## src/rtl/serial_rx_fifo.sv

```systemverilog
// Oversampling asynchronous serial receiver with configurable frame format,
// buffering decoded words in a show-ahead FIFO with sticky error flags.
module serial_rx_fifo #(
  parameter int CLK_DIV    = 16,
  parameter int DATA_BITS  = 8,
  parameter int PARITY     = 0,
  parameter int FIFO_DEPTH = 16
) (
  input  logic                        m_clock,
  input  logic                        p_reset,
  input  logic                        rxd,
  input  logic                        port_read,
  input  logic                        err_clr,
  output logic [DATA_BITS-1:0]        data,
  output logic                        rxready,
  output logic                        done,
  output logic [$clog2(FIFO_DEPTH):0] count,
  output logic                        frame_err,
  output logic                        parity_err,
  output logic                        overrun
);
  localparam int AW   = $clog2(FIFO_DEPTH);
  localparam int CNTW = AW + 1;
  localparam int CW   = $clog2(CLK_DIV);
  localparam int BW   = $clog2(DATA_BITS);
  localparam logic [CW-1:0]   HALF     = CW'(CLK_DIV / 2);
  localparam logic [CW-1:0]   LAST     = CW'(CLK_DIV - 1);
  localparam logic [BW-1:0]   LAST_BIT = BW'(DATA_BITS - 1);
  localparam logic [CNTW-1:0] FULL     = CNTW'(FIFO_DEPTH);

  typedef enum logic [2:0] {IDLE, START, DATA, PAR, STOP} state_t;

  function automatic logic parity_bad(input logic [DATA_BITS-1:0] d, input logic b);
    logic ones_odd;
    ones_odd = (^d) ^ b;
    return (PARITY == 1) ? ~ones_odd : ones_odd;
  endfunction

  state_t               state, state_nxt;
  logic [CW-1:0]        cnt, cnt_nxt;
  logic [BW-1:0]        bit_idx, bit_nxt;
  logic                 shift_en, par_chk, stop_chk;
  logic                 bad_par;
  logic [DATA_BITS-1:0] shreg;
  logic                 rxd_p0, rxs, rxs_prev;

  // Stage: synchroniser; rxs_prev exists only for falling-edge detection
  always_ff @(posedge m_clock or negedge p_reset) begin
    if (!p_reset) begin
      rxd_p0   <= 1'b1;
      rxs      <= 1'b1;
      rxs_prev <= 1'b1;
    end else begin
      rxd_p0   <= rxd;
      rxs      <= rxd_p0;
      rxs_prev <= rxs;
    end
  end

  always_comb begin
    state_nxt = state;
    cnt_nxt   = cnt + CW'(1);
    bit_nxt   = bit_idx;
    shift_en  = 1'b0;
    par_chk   = 1'b0;
    stop_chk  = 1'b0;
    case (state)
      IDLE: begin
        cnt_nxt = '0;
        if (rxs_prev && !rxs) state_nxt = START;
      end
      START: begin
        if (cnt == HALF) begin
          cnt_nxt = '0;
          bit_nxt = '0;
          state_nxt = rxs ? IDLE : DATA;
        end
      end
      DATA: begin
        if (cnt == LAST) begin
          cnt_nxt  = '0;
          shift_en = 1'b1;
          bit_nxt  = bit_idx + BW'(1);
          if (bit_idx == LAST_BIT) state_nxt = (PARITY != 0) ? PAR : STOP;
        end
      end
      PAR: begin
        if (cnt == LAST) begin
          cnt_nxt   = '0;
          par_chk   = 1'b1;
          state_nxt = STOP;
        end
      end
      STOP: begin
        if (cnt == LAST) begin
          cnt_nxt   = '0;
          stop_chk  = 1'b1;
          state_nxt = IDLE;
        end
      end
      default: state_nxt = IDLE;
    endcase
  end

  // Stage: frame decode
  always_ff @(posedge m_clock or negedge p_reset) begin
    if (!p_reset) begin
      state   <= IDLE;
      cnt     <= '0;
      bit_idx <= '0;
      bad_par <= 1'b0;
    end else begin
      state   <= state_nxt;
      cnt     <= cnt_nxt;
      bit_idx <= bit_nxt;
      if (state == IDLE)  bad_par <= 1'b0;
      else if (par_chk)   bad_par <= parity_bad(shreg, rxs);
    end
  end

  always_ff @(posedge m_clock) begin
    if (shift_en) shreg <= {rxs, shreg[DATA_BITS-1:1]};
  end

  logic [DATA_BITS-1:0] mem [FIFO_DEPTH];
  logic [AW-1:0]        wr_ptr, rd_ptr;
  logic [DATA_BITS-1:0] last_head;
  logic                 push, pop, full, wr_en;

  assign push    = stop_chk & rxs;
  assign rxready = (count != '0);
  assign pop     = port_read & rxready;
  assign full    = (count == FULL);
  // A pop in the same cycle frees the slot, so a full FIFO still accepts
  assign wr_en   = push & (~full | pop);
  assign data    = rxready ? mem[rd_ptr] : last_head;

  // Stage: FIFO write / pop
  always_ff @(posedge m_clock) begin
    if (wr_en) mem[wr_ptr] <= shreg;
  end

  always_ff @(posedge m_clock or negedge p_reset) begin
    if (!p_reset) begin
      wr_ptr     <= '0;
      rd_ptr     <= '0;
      count      <= '0;
      last_head  <= '0;
      done       <= 1'b0;
      frame_err  <= 1'b0;
      parity_err <= 1'b0;
      overrun    <= 1'b0;
    end else begin
      if (wr_en) wr_ptr <= wr_ptr + AW'(1);
      if (pop) begin
        rd_ptr    <= rd_ptr + AW'(1);
        last_head <= mem[rd_ptr];
      end
      case ({wr_en, pop})
        2'b10:   count <= count + CNTW'(1);
        2'b01:   count <= count - CNTW'(1);
        default: count <= count;
      endcase
      done       <= wr_en;
      frame_err  <= (stop_chk & ~rxs)        | (frame_err  & ~err_clr);
      parity_err <= (push & bad_par)         | (parity_err & ~err_clr);
      overrun    <= (push & full & ~pop)     | (overrun    & ~err_clr);
    end
  end

endmodule

```

## config.mk

```make
export PLATFORM = sky130hd
export DESIGN_NAME = serial_rx_fifo
export DESIGN_NICKNAME = d
export VERILOG_FILES = /design/src/rtl/serial_rx_fifo.sv
export SDC_FILE = /design/constraint.sdc
export NUM_CORES = 1
export LEC_CHECK = 0
export CORE_ASPECT_RATIO = 0.75
export CORE_MARGIN = 3
export CORE_UTILIZATION = 55
export CTS_CLUSTER_SIZE = 16
export DETAILED_ROUTE_END_ITERATION = 16
export PLACE_DENSITY = 0.79
export SETUP_SLACK_MARGIN = 0.3
export SLEW_MARGIN = 40
export SYNTH_ARGS = -nofsm -noshare
export SYNTH_HDL_FRONTEND = slang
export SYNTH_SLANG_ARGS = --single-unit
```

## constraint.sdc

```tcl
create_clock -name m_clock -period 7.3 [get_ports m_clock]
set_input_delay 1.095 -clock m_clock [delete_from_list [all_inputs] [get_ports m_clock]]
set_output_delay 1.095 -clock m_clock [all_outputs]
set_load 0.01 [all_outputs]
```

==> results.toml <==
[timing]
setup_viol_count_final = 0
slew_headroom_pct = 44.4
layout_setup_ws_ns = 3.18
fin_skew_ns = 0.00969
finalMaxSlewViolations = 0
period_share_pct = 56.5
finalHoldViolations = 0
rsz0062_at_grt = "false"
worst_pin_slew_ns = 0.831
tns_ns = 0
fmax_mhz = 243
period_minus_slack_ns = 4.12

[logic_synthesis]
muxShareOfSynthArea_pct = 10.5
yosys.area_share.simple_pct = 6.17
synth_ff_type = "edfxtp_1"
synthAdderAreaFrac_pct = 2.26
synth_area_um2 = 7190
avgSynthCellArea_um2 = 16.6
synth-seq-area-share_pct = 70.4
yosysWarnings = 0
ys_types = 40
synth-compound-area-share_pct = 5.48
synth_top_family_by_area = "multiplexers"
synth_area_leaders = "edfxtp_1 (57%), dfrtp_1 (13%), mux4_2 (10%)"
synth_edf_count = 136
async_flop_share_pct = 22.3
synth_xor_area_share_pct = 2.68
ys_ff_latch = 175
syn_nets = 452
syn_inst = 434
yosysTopAreaCell = "edfxtp_1"
synth_top_cell_area_share_pct = 56.8

[grt]
grt_usage_pct = 20.4
grt_first_pass_wirelength_um = 21900
grt_antenna_before_repair = 0
grt-ovfl-total = 0
grt_max_degree = 40
grt_pass1_vias = 3882

[critical_path]
crit_path_end_kind = "output pin"
path_cells = "buf_4 > mux4_2 > a22o_1 > nor2_1 > o21ai_1 > clkdlybuf4s50_1"
reg2reg_to = "count[4]"
crit_path_max_fanout = 35
crit_required_ns = 6.20
r2r_slack_ns = 3.56
critical-path-max-stage-delay_ns = 0.64
cp_top_family = "buffers and inverters"
worstReg2RegStart = "count[1]"
rr_worst_depth = 12
crit_arrival_ns = 3.03
critPathLaunch = "rd_ptr[0]"
critPathKind = "reg -> out"
start_kind = "flop"
crit_buf_inv = 2
endpoint = "data[7]"
path_depth = 6
cp_slowest_cell = "mux4_2"

[routing]
postRouteAntennaNets = 0
drtPass1Iterations = 5
route.detailed.wl_per_inst_um = 21.7
drt-met1-wl_um = 6150
vias = 3770
detail_route.vias_per_cell = 5.93
top_layer = "met4"
wl_met3_um = 858
drt_iter0_markers = 316
met2_length_um = 6610
wl_um = 13800
route.detailed.drc = 0

[cells_and_area]
fin_nets = 475
final_common_cell = "edfxtp_1"
multi_input_area_um2 = 1950
final_area_um2 = 8130
diodes = 0
mostFrequentLayoutCells = "edfxtp_1 (136), dfrtp_1 (34), mux4_2 (32)"
drive_above_1_share_pct = 17.4
syn_to_final_growth_pct = 13.0
fin_util_pct = 64.9
fillers = 869
ff_latch_area_um2 = 5070

[place]
port_buffers = 22
hpwl_um = 8540
place_worst_setup_slack_ns = 3.26
postPlaceCellArea_um2 = 7530
globalplace.congestion = 0.784

[clock_tree]
cts_resized = 0
clk_latency_ns = 0.42
postCtsHoldBufs = 0
cts_tree = "built"
post-cts-setup-buffer-count = 0
htreeDepth = 4
cts_buffers = 17
root_buffer = "clkbuf_16"
path_clk_slew_ns = 0.07
clock_sinks = 175
clockBufferDepth = 2

[floorplan]
die_y_um = 105
io_pins = 23
core_area_um2 = 12500
die_x_um = 138
initial_core_util_pct = 57.4
die_area_um2 = 14500
rows = 35

[pwr]
p_per_area_nw_per_um2 = 363
power.leakage_uw = 0.00281
p_switching_uw = 867
p_int_uw = 2080
power_uw = 2950
share_seq_of_total_power_pct = 42.7
p_comb_share_pct = 27.0
swShare_pct = 29.4
vdd_ir_drop_max_mv = 0.284
clkPwrFrac_pct = 30.3

[outcome]
status = "complete, no violations"

[run]
drv_cap = 0

[min_path]
min_path_type = "reg -> reg"
## cells by family after synthesis
family,count (synthesis)
flip-flops,175
AND/OR/NAND/NOR,94
AO/OA/AOI/OAI,59
buffers and inverters,36
multiplexers,35
XOR/XNOR,22
adder cells (fa/ha/maj),13
## synthesized netlist by cell type (all sizes together), types with 5 or more instances
library cell	n
ha	13
nand2	30
o21ai	26
inv	12
nor3	6
nand2b	5
nor2	28
clkbuf	10
mux4	32
edfxtp	136
buf	14
xor2	6
nand3	6
a22o	18
dfrtp	36
xnor2	16
## through the flow
step	hold slack [ns]	cells
2_1_floorplan	0.345	434
3_3_place_gp	0.350	604
3_5_place_dp	0.356	604
4_1_cts	0.365	636
5_1_grt	0.369	636
6_report	0.364	636
## worst min-delay path by stage
stage	slack [ns]	startpoint	cells past startpoint	endpoint
3_3_place_gp	0.35	rxd_p0	0	rxs
3_5_place_dp	0.36	rxd_p0	0	rxs
5_1_grt	0.37	rxd_p0	0	rxs
4_1_cts	0.36	rxd_p0	0	rxs
2_1_floorplan	0.35	rxd_p0	0	rxs
6_report	0.36	rxd_p0	0	rxs
## layer usage
metal  vias to the layer above  track usage, %
met5                         -               0
met4                         0            5.71
met3                        13            6.04
met2                       137            31.2
met1                      1923            29.1
li1                       1697               -
## power groups by stage
| stage | logic (µW) | registers [µW] | clock network (µW) |
|---|---|---|---|
| after floorplan | 611 | 1200 | 0 |
| after global placement | 779 | 1270 | 0 |
| after detailed placement | 796 | 1270 | 0 |
| after CTS | 806 | 1250 | 907 |
| after global routing | 866 | 1270 | 948 |
| final | 797 | 1260 | 894 |
## final cells by class
class,instances,area share (%)
tap,166,2.56
timing repair buffer,28,3.23
clock inverter,12,1.66
inverter,12,0.554
multi-input combinational,223,24.0
sequential,175,62.4
clock buffer,20,5.62
## state kept, by name, summed over array words and instances, names as in the netlist
register    cells
wr_ptr          4
state           3
parity_err      1
rd_ptr          4
frame_err       1
shreg           8
last_head       8
bit_idx         3
mem           128
done            1
rxs             1
bad_par         1
rxs_prev        1
count           5
overrun         1
rxd_p0          1
cnt             4
Note: power is estimated with default switching activity, not from simulation.
